[config.mk]
export PLATFORM = sky130hd
export DESIGN_NAME = clk_to_duty_flat
export DESIGN_NICKNAME = d
export VERILOG_FILES = /design/src/rtl/clk_to_duty_pkg.sv /design/src/rtl/clk_to_duty_if.sv /design/src/rtl/clk_to_duty_div.sv /design/src/rtl/clk_to_duty.sv /design/src/flat_wrapper.sv
export SDC_FILE = /design/constraint.sdc
export NUM_CORES = 1
export LEC_CHECK = 0
export CAP_MARGIN = 20
export CORE_AREA = 10 10 78 146
export CTS_CLUSTER_DIAMETER = 40
export DETAILED_ROUTE_END_ITERATION = 10
export DIE_AREA = 0 0 88 156
export HOLD_SLACK_MARGIN = 0.15
export PLACE_DENSITY_LB_ADDON = 0.12
export SYNTH_ARGS = -nofsm -noshare
export SYNTH_HDL_FRONTEND = slang
export SYNTH_SLANG_ARGS = --single-unit
[constraint.sdc]
create_clock -name clk -period 6 [get_ports clk]
set_clock_uncertainty 0.05 [all_clocks]
set_input_delay 0.9 -clock clk [delete_from_list [all_inputs] [get_ports clk]]
set_output_delay 0.9 -clock clk [all_outputs]
set_load 0.01 [all_outputs]
[src/rtl/clk_to_duty_pkg.sv]
// Shared types and default widths for the clk_to_duty PWM duty decoder.
package clk_to_duty_pkg;

  localparam int CNT_W_DEF  = 16;
  localparam int DUTY_W_DEF = 12;

  typedef enum logic {IDLE, MEAS} state_e;
  typedef enum logic {DIV_IDLE, DIV_RUN} div_state_e;

endpackage

[src/rtl/clk_to_duty_if.sv]
// Result port of clk_to_duty: duty code plus status, with a valid/ready handshake.
interface clk_to_duty_if
  import clk_to_duty_pkg::*;
#(
  parameter int DUTY_W = DUTY_W_DEF
);

  // A result transfers on any cycle where duty_valid && duty_ready. duty_valid
  // holds until then; duty_out may be replaced by a newer result (overrun pulse).
  logic [DUTY_W-1:0] duty_out;
  logic              duty_valid;
  logic              duty_ready;
  logic              overrun;
  logic              stuck;

  modport master (output duty_out, duty_valid, overrun, stuck, input duty_ready);
  modport slave  (input duty_out, duty_valid, overrun, stuck, output duty_ready);

endinterface

[src/rtl/clk_to_duty_div.sv]
// duty_div: sequential restoring divider, quot = floor(hi * 2^DUTY_W / per).
// Assumes hi < per, so only the DUTY_W fractional quotient bits are produced.
module duty_div
  import clk_to_duty_pkg::*;
#(
  parameter int CNT_W  = CNT_W_DEF,
  parameter int DUTY_W = DUTY_W_DEF
) (
  input  logic              clk,
  input  logic              rst_n,
  input  logic              start,
  input  logic [CNT_W-1:0]  hi,
  input  logic [CNT_W-1:0]  per,
  output logic              busy,
  output logic              done,
  output logic [DUTY_W-1:0] quot,
  output div_state_e        dbg_state
);

  localparam int IW = $clog2(DUTY_W);
  localparam logic [IW-1:0] LAST = IW'(DUTY_W - 1);

  div_state_e        state_q, state_d;
  logic [CNT_W-1:0]  rem_q, rem_d;
  logic [CNT_W-1:0]  den_q, den_d;
  logic [DUTY_W-1:0] quot_q, quot_d;
  logic [IW-1:0]     cnt_q, cnt_d;
  logic              done_q, done_d;
  logic [CNT_W:0]    sh;

  always_comb begin
    state_d = state_q;
    rem_d   = rem_q;
    den_d   = den_q;
    quot_d  = quot_q;
    cnt_d   = cnt_q;
    done_d  = 1'b0;
    sh      = {rem_q, 1'b0};
    case (state_q)
      DIV_IDLE: begin
        if (start) begin
          rem_d   = hi;
          den_d   = per;
          quot_d  = '0;
          cnt_d   = '0;
          state_d = DIV_RUN;
        end
      end
      DIV_RUN: begin
        // Remainder stays below den, so both branches fit back in CNT_W bits.
        if (sh >= {1'b0, den_q}) begin
          rem_d  = sh[CNT_W-1:0] - den_q;
          quot_d = {quot_q[DUTY_W-2:0], 1'b1};
        end else begin
          rem_d  = sh[CNT_W-1:0];
          quot_d = {quot_q[DUTY_W-2:0], 1'b0};
        end
        if (cnt_q == LAST) begin
          state_d = DIV_IDLE;
          done_d  = 1'b1;
        end else begin
          cnt_d = cnt_q + IW'(1);
        end
      end
    endcase
  end

  always_ff @(posedge clk or negedge rst_n) begin
    if (!rst_n) begin
      state_q <= DIV_IDLE;
      rem_q   <= '0;
      den_q   <= '0;
      quot_q  <= '0;
      cnt_q   <= '0;
      done_q  <= 1'b0;
    end else begin
      state_q <= state_d;
      rem_q   <= rem_d;
      den_q   <= den_d;
      quot_q  <= quot_d;
      cnt_q   <= cnt_d;
      done_q  <= done_d;
    end
  end

  assign busy      = (state_q == DIV_RUN);
  assign done      = done_q;
  assign quot      = quot_q;
  assign dbg_state = state_q;

endmodule

[src/rtl/clk_to_duty.sv]
// clk_to_duty: measures PWM period/high time and reports duty = hi*2^DUTY_W/per.
// Optional output clamping to [DUTY_LO, DUTY_HI] is enabled by CLK_TO_DUTY_CLAMP_EN.
module clk_to_duty
  import clk_to_duty_pkg::*;
#(
  parameter int CNT_W   = CNT_W_DEF,
  parameter int DUTY_W  = DUTY_W_DEF,
  parameter int DUTY_LO = 205,
  parameter int DUTY_HI = 3686
) (
  input  logic          clk,
  input  logic          rst_n,
  input  logic          pwm_in,
  clk_to_duty_if.master bus,
  output state_e        dbg_state,
  output div_state_e    dbg_div_state
);

  localparam logic [CNT_W-1:0] CNT_MAX = '1;

  if (DUTY_LO >= DUTY_HI || DUTY_HI >= (1 << DUTY_W)) begin : g_bad_clamp
    $error("clk_to_duty: clamp range needs DUTY_LO < DUTY_HI < 2**DUTY_W");
  end

  logic              sync1_q, sync1_d, s_in_q, s_in_d, s_prev_q, s_prev_d;
  state_e            state_q, state_d;
  logic [CNT_W-1:0]  per_cnt_q, per_cnt_d, hi_cnt_q, hi_cnt_d;
  logic [DUTY_W-1:0] duty_out_q, duty_out_d;
  logic              valid_q, valid_d, overrun_q, overrun_d, stuck_q, stuck_d;
  logic              rise, div_start, timeout, div_busy, div_done;
  logic [DUTY_W-1:0] div_quot, res_raw, res_val;

  duty_div #(.CNT_W(CNT_W), .DUTY_W(DUTY_W)) u_div (
    .clk       (clk),
    .rst_n     (rst_n),
    .start     (div_start),
    .hi        (hi_cnt_q),
    .per       (per_cnt_q),
    .busy      (div_busy),
    .done      (div_done),
    .quot      (div_quot),
    .dbg_state (dbg_div_state)
  );

  always_comb begin
    sync1_d   = pwm_in;
    s_in_d    = sync1_q;
    s_prev_d  = s_in_q;
    rise      = s_in_q & ~s_prev_q;
    state_d   = state_q;
    per_cnt_d = per_cnt_q;
    hi_cnt_d  = hi_cnt_q;
    div_start = 1'b0;
    timeout   = 1'b0;
    case (state_q)
      IDLE: begin
        if (rise) begin
          per_cnt_d = CNT_W'(1);
          hi_cnt_d  = CNT_W'(1);
          state_d   = MEAS;
        end
      end
      MEAS: begin
        // A rise while the divider is busy restarts the counters but loses that period.
        if (rise) begin
          per_cnt_d = CNT_W'(1);
          hi_cnt_d  = CNT_W'(1);
          div_start = ~div_busy;
        end else if (per_cnt_q == CNT_MAX) begin
          timeout = 1'b1;
          state_d = IDLE;
        end else begin
          per_cnt_d = per_cnt_q + CNT_W'(1);
          hi_cnt_d  = hi_cnt_q + CNT_W'(s_in_q);
        end
      end
    endcase

    res_raw = timeout ? {DUTY_W{s_in_q}} : div_quot;
`ifdef CLK_TO_DUTY_CLAMP_EN
    if (res_raw < DUTY_W'(DUTY_LO))      res_val = DUTY_W'(DUTY_LO);
    else if (res_raw > DUTY_W'(DUTY_HI)) res_val = DUTY_W'(DUTY_HI);
    else                                 res_val = res_raw;
`else
    res_val = res_raw;
`endif

    duty_out_d = duty_out_q;
    valid_d    = valid_q;
    overrun_d  = 1'b0;
    stuck_d    = stuck_q;
    // A fresh result beats a same-cycle handshake; it only overruns if nobody took the old one.
    if (timeout || div_done) begin
      duty_out_d = res_val;
      valid_d    = 1'b1;
      overrun_d  = valid_q & ~bus.duty_ready;
      stuck_d    = timeout;
    end else if (valid_q && bus.duty_ready) begin
      valid_d = 1'b0;
    end
  end

  always_ff @(posedge clk or negedge rst_n) begin
    if (!rst_n) begin
      sync1_q    <= 1'b0;
      s_in_q     <= 1'b0;
      s_prev_q   <= 1'b0;
      state_q    <= IDLE;
      per_cnt_q  <= '0;
      hi_cnt_q   <= '0;
      duty_out_q <= '0;
      valid_q    <= 1'b0;
      overrun_q  <= 1'b0;
      stuck_q    <= 1'b0;
    end else begin
      sync1_q    <= sync1_d;
      s_in_q     <= s_in_d;
      s_prev_q   <= s_prev_d;
      state_q    <= state_d;
      per_cnt_q  <= per_cnt_d;
      hi_cnt_q   <= hi_cnt_d;
      duty_out_q <= duty_out_d;
      valid_q    <= valid_d;
      overrun_q  <= overrun_d;
      stuck_q    <= stuck_d;
    end
  end

  assign bus.duty_out   = duty_out_q;
  assign bus.duty_valid = valid_q;
  assign bus.overrun    = overrun_q;
  assign bus.stuck      = stuck_q;
  assign dbg_state      = state_q;

endmodule

[src/flat_wrapper.sv]
// flat-port wrapper written by rule: the top's interface ports become plain ports
module clk_to_duty_flat import clk_to_duty_pkg::*;
#(
  parameter int CNT_W   = CNT_W_DEF,
  parameter int DUTY_W  = DUTY_W_DEF,
  parameter int DUTY_LO = 205,
  parameter int DUTY_HI = 3686
)
  (clk, rst_n, pwm_in, dbg_state, dbg_div_state, bus_duty_out, bus_duty_valid, bus_overrun, bus_stuck, bus_duty_ready);
  clk_to_duty_if #(.DUTY_W(DUTY_W)) bus_i ();
  input  logic clk;
  input  logic rst_n;
  input  logic pwm_in;
  output state_e dbg_state;
  output div_state_e dbg_div_state;
  output wire logic [$bits(bus_i.duty_out)-1:0] bus_duty_out;
  output wire logic [$bits(bus_i.duty_valid)-1:0] bus_duty_valid;
  output wire logic [$bits(bus_i.overrun)-1:0] bus_overrun;
  output wire logic [$bits(bus_i.stuck)-1:0] bus_stuck;
  input wire logic [$bits(bus_i.duty_ready)-1:0] bus_duty_ready;
  assign bus_duty_out = bus_i.duty_out;
  assign bus_duty_valid = bus_i.duty_valid;
  assign bus_overrun = bus_i.overrun;
  assign bus_stuck = bus_i.stuck;
  assign bus_i.duty_ready = bus_duty_ready;
  clk_to_duty #(.CNT_W(CNT_W), .DUTY_W(DUTY_W), .DUTY_LO(DUTY_LO), .DUTY_HI(DUTY_HI)) u_core (.clk(clk), .rst_n(rst_n), .pwm_in(pwm_in), .bus(bus_i), .dbg_state(dbg_state), .dbg_div_state(dbg_div_state));
endmodule
==> run_results.csv <==
group,metric,value,unit
detailed_routing,routed_wl,12170,um
cts,cts_root_buf,"clkbuf_16",
sta,period_needed,2.993,ns
power,internal_power,1.939,mW
floorplanning,start_util,58.82,%
logic_synthesis,syn-num-nets,562,
power,powerDensity,527.2,mW/mm2
final_layout,areaGrowthSynthToFinish,11.45,%
sta,finalSetupViolCount,0,
logic_synthesis,synth_edf_count,0,
detailed_routing,wl_per_cell,18.55,um
logic_synthesis,yosys.area.top_type,"dfrtp_1",
worst_setup_path,startpoint,"u_core.u_div.rem_q[11]",
worst_setup_path,timing.rr.end,"u_core.u_div.rem_q[2]",
detailed_routing,first_pass_iters,6,
power,total_power,3.115,mW
power,clock_power_share,20.3,%
cts,post_cts_buffers,0,
final_layout,n_fill_cell,756,
flow_run,maxCapViolations,0,
logic_synthesis,netlist_instances,537,
grt,antenna_found_initial,0,
final_layout,final_net_count,574,
logic_synthesis,synth_common_cells,"101 x dfrtp_1, 50 x nand2_1, 47 x a21oi_1, 39 x nor2_1, 34 x o21ai_0",
cts,htreeDepth,3,
final_layout,finish.utilization,65.56,%
logic_synthesis,synth_async_sr_flop_share,100.0,%
detailed_routing,drt_iter0_markers,293,
power,p_sw_share,37.76,%
worst_setup_path,r2r_start,"u_core.u_div.rem_q[11]",
worst_setup_path,crit_path_end_kind,"flip-flop",
cts,hold_buffers,0,
detailed_routing,via_count,4056,
detailed_routing,drc,0,
logic_synthesis,yosysTopAreaCellShare,47.68,%
worst_setup_path,cp_max_fo,16,
logic_synthesis,ys_seq_elements,101,
sta,layout_setup_ws,3.007,ns
worst_setup_path,path_class,"reg2reg",
floorplanning,die_area,0.01373,mm2
floorplanning,core,0.009012,mm2
cts,clk_pin_slew,0.07,ns
logic_synthesis,ys_seq_area_share,47.68,%
final_layout,layout.cells.non_filler,656,
floorplanning,fp.dieW,88,um
logic_synthesis,synth_top_cells_by_area,"dfrtp_1 48%, ha_1 4.7%, a21oi_1 4.4%, mux2i_1 4.3%, nand2_1 3.5%",
power,leakage,2.511,nW
worst_setup_path,critPathCapture,"u_core.u_div.rem_q[2]",
worst_setup_path,required,6.19,ns
cts,cts_buffers,9,
power,combPwrFrac,45.8,%
grt,grt_pass1_vias,4214,
final_layout,drive_above_1_share,7.401,%
power,p_switching,1.176,mW
worst_setup_path,reg2regPathDepth,7,
logic_synthesis,synthFlopType,"dfrtp_1",
final_layout,diodes,0,
floorplanning,die_h,156,um
power,peakVddDrop,0.2252,mV
detailed_routing,via_per_inst,6.183,
sta,rsz0062_at_grt,"no",
sta,worstMarginPinSlew,0.8086,ns
logic_synthesis,yosysMostFrequentCell,"dfrtp_1",
min_path,hp-class,"reg2reg",
cts,cts_buffer_depth,2,
min_path,worstHoldStart,"u_core.s_in_d",
logic_synthesis,synth.distinct_cells,58,
sta,fin_setup_tns,0,ns
floorplanning,ioPinCount,21,
power,pwr-share-seq,33.9,%
worst_setup_path,start_kind,"flip-flop",
placed_design,hpwlAfterDp,8450,um
sta,maxSlewHeadroom,46.09,%
sta,maxSlewViolCount,0,
floorplanning,row_count,49,
sta,finalHoldViolCount,0,
sta,period_share,49.88,%
cts,clock-sinks,101,
status,status,"completed",
cts,cts_resized,0,
placed_design,gp_congestion,0.9162,
logic_synthesis,synth_warnings,0,
grt,grt_max_degree,65,
logic_synthesis,synth_area,0.005301,mm2
placed_design,placed_area,0.005583,mm2
grt,grt_pass1_wl,20380,um
sta,clock.fmax,0.3341,GHz
placed_design,preCtsSetupSlack,3.061,ns
cts,cts_tree,"built",
cts,clock_latency,0.35,ns
worst_setup_path,r2r_setup_slack,3.01,ns
detailed_routing,drtAntennaViolNets,0,
logic_synthesis,avgSynthCellArea,9.872,um2
grt,overflow,0,
sta,hold_ws,0.3032,ns
grt,gr-usage-all-layers,18.63,%
worst_setup_path,cp.arrival,3.18,ns
placed_design,io_buffer_count,20,
final_layout,fin_area,0.005908,mm2
placed_design,dp_cells,640,
## layout by cell type, fill, tap and decap left out, types with 3 or more instances in the layout
cell type and n:
dfrtp_1 101, nand2_1 50, a21oi_1 46, nor2_1 38
o21ai_0 34, mux2i_1 23, inv_1 22, ha_1 20
xor2_1 19, clkdlybuf4s50_1 19, xnor2_1 15, a22o_1 14
nand4_1 13, nand3_1 11, nor3b_1 10, clkbuf_16 9
nor3_1 7, or3_1 7, nand2b_1 6, and3_1 6
nor2b_1 5, mux2_2 5, a221o_1 5, o22ai_1 5
buf_4 5, o21a_1 4, and2_1 3, a21o_1 3
and4_1 3, o221ai_1 3
## metal layers
metal	wire, um	global-route usage, %	share of wire (%)	up-vias
li1	-	-	-	1933
met1	4715	20.59	39	2025
met2	6851	33.88	56	85
met3	454	3.923	3.7	13
met4	144	5.725	1.2	0
met5	0	0	0	-
## worst min path at each step
stage                          endpoint  slack [ns]  cells past startpoint
after floorplan           u_core.s_in_q        0.28                      0
after global placement    u_core.s_in_q        0.28                      0
after detailed placement  u_core.s_in_q        0.29                      0
after CTS                 u_core.s_in_q        0.31                      0
after global routing      u_core.s_in_q        0.31                      0
final                     u_core.s_in_q        0.30                      0
## final cells by class
class | instances | area, um2 | share of cell area, %
well taps | 102 | 127.6 | 2.160
clock buffers | 10 | 239.0 | 4.045
inverters | 22 | 82.58 | 1.398
flip-flops and latches | 101 | 2527 | 42.78
clock inverters | 6 | 86.33 | 1.461
repair buffers | 25 | 255.2 | 4.320
multi-input cells | 390 | 2590 | 43.84
## critical path, stage by stage (launching register included)
cell     delay, ns
dfrtp_1       0.40
ha_1          0.37
a21oi_1       0.31
nor4b_1       0.12
nor4_2        0.51
nand2_2       0.43
mux2_2        0.39
a221o_1       0.29
## registers in the layout, indices dropped and copies added (netlist names), 4 cells and up
| name | cells |
|---|---|
| u_core.hi_cnt_q | 16 |
| u_core.u_div.rem_q | 16 |
| u_core.u_div.cnt_q | 4 |
| u_core.bus.duty_out | 12 |
| u_core.u_div.quot | 12 |
| u_core.u_div.den_q | 16 |
| u_core.per_cnt_q | 16 |
## logic make-up after synthesis
family	Yosys count	synth area share [%]
and+or+nand+nor	175	17.04
AOI/OAI and AO/OA	132	15.53
DFF	101	47.68
buffers and inverters	46	3.635
xor gates and xnor gates	34	5.617
muxes	28	5.405
adders and majority gates	21	5.098
## power by group through the flow
stage | clock [mW] | sequential (mW) | combinational [mW]
4_1_cts | 0.642 | 1.05 | 1.42
2_1_floorplan | 0 | 1.04 | 1.04
3_3_place_gp | 0 | 1.05 | 1.37
5_1_grt | 0.665 | 1.08 | 1.58
6_report | 0.632 | 1.06 | 1.43
3_5_place_dp | 0 | 1.06 | 1.41
(Power assumes the default switching activity.)
==> RTL edit, RTL diff (config.mk and constraints unchanged) <==
Set the package constant `DUTY_W_DEF` to 18 (it was 12).
--- a/src/rtl/clk_to_duty_pkg.sv
+++ b/src/rtl/clk_to_duty_pkg.sv
@@ -4,3 +4,3 @@
   localparam int CNT_W_DEF  = 16;
-  localparam int DUTY_W_DEF = 12;
+  localparam int DUTY_W_DEF = 18;
 
Ports: changed (resized bus_duty_out); port bits go from 21 to 27. The function was not compared with the original's and may differ.
==> RTL edit against the original RTL <==
Area after synthesis rose by 15%; total power rose by 22%; worst hold slack improved by 0.0098 ns; worst setup slack improved by 0.16 ns; wire length rose by 29%; sequential cell count rose by 13; final area rose by 19%; largest cell class unchanged; largest power group unchanged; highest routed layer unchanged.
==> RTL edit: results (changes against the original RTL) <==
pin count of the biggest net entering global routing = 77 (+18%)
Post-synth top cells = dfrtp_1 (114), nand2_1 (94), o21ai_0 (53)
layout cell share with drive strength beyond 1 = 7.93% (+0.53 points)
Critical Path Start = u_core.dbg_state
Crit-path slowest cell = dfrtp_1
DR iter-0 viols = 488 (+67%)
Mapped Nets = 676 (+20%)
CTS resizes = 0 (unchanged)
total track usage = 24.2% (+5.6 points)
sequential area share after synthesis = 46.9% (-0.79 points)
synth top area cells = dfrtp_1 (47%), nand2_1 (5.8%), o21ai_0 (4.4%), ha_1 (4.3%), a21oi_1 (3.6%)
via count = 5121 (+26%)
LEAKAGE = 3.05 nW (+22%)
area occupied by multi-input gates = 0.00300 mm² (+16%)
post-synthesis cell type count = 57 (-1.7%)
clock buffer count from CTS = 17 (+8)
number of global-route vias before repair = 5194 (+23%)
max_slew headroom = 31.7% (-14 points)
outcome = completed
post-DP HPWL = 10900 µm (+29%)
Final Wtd Congestion = 0.980 (+6.9%)
port bufs = 26 (+30%)
routed len/inst = 20.1 µm (+8.3%)
crit-path max cell delay = 0.78 ns (+0.27 ns)
Fillers = 624 (-17%)
Clock Latency Late Sink = 0.41 ns (+0.06 ns)
nets = 694 (+21%)
Initial DRT Pass Iterations = 5 (-1)
Clock transition at path regs = 0.05 ns (-0.02 ns)
placed instance area = 0.00637 mm² (+14%)
R2R Path Start = u_core.u_div.rem_q[3]
Max H-tree Level = 4 (+1)
CP delay by family, top = flip-flops
worst endpoint data arrival time = 1.88 ns (-1.30 ns)
first-pass GRT wire length = 26100 µm (+28%)
Crit Path Max Fanout = 21 (+5)
worst vdd ir = 0.325 mV (+45%)
## RTL edit: cell type report
class                   count  share of cell area (%)
clock buffers              24                    7.14
multi-input cells         479                    42.7
well taps                 102                    1.82
inverters                  23                    1.23
flip-flops and latches    114                    40.6
repair buffers             33                    4.42
clock inverters             8                    2.12
## RTL edit: routing by layer
layer	vias up	track usage (%)	share of wire [%]	routed length [µm]
met2	212	41.2	53	8380
met3	61	5.33	4.6	716
li1	2338	-	-	-
met1	2510	26.0	37	5790
met5	-	0	0	0
met4	0	15.0	5.4	843
## RTL edit: through the flow
step	cells	setup slack, ns
after floorplan	650	3.74
after global placement	751	3.36
after detailed placement	751	3.25
after CTS	783	3.17
after global routing	783	3.05
final	783	3.17
## RTL edit: final timing paths
check	endpoint	slack, ns	cells past startpoint
setup / recovery	dbg_state	3.17	1
hold reg to reg	u_core.s_in_q	0.31	0
min in group asynchronous	u_core.bus.duty_out[3]	0.59	1
max in group asynchronous	u_core.u_div.den_q[2]	4.22	2
setup reg to reg	u_core.u_div.rem_q[1]	3.17	7
hold / removal	u_core.s_in_q	0.31	0
## RTL edit: power breakdown
part	internal (W)	switching (W)	total, W
registers	0.00101	0.000238	0.00125
clock network	0.000750	0.000340	0.00109
logic	0.000654	0.000813	0.00147
total	0.00242	0.00139	0.00381
## RTL edit: logic make-up after synthesis
family	count (synthesis)	share of synthesized area, %
and+or+nand+nor	239	18.7
AOI/OAI and AO/OA	153	15.9
DFF	114	46.9
buffers and inverters	57	3.91
xor gates and xnor gates	40	5.76
muxes	25	4.19
adders and majority gates	22	4.65
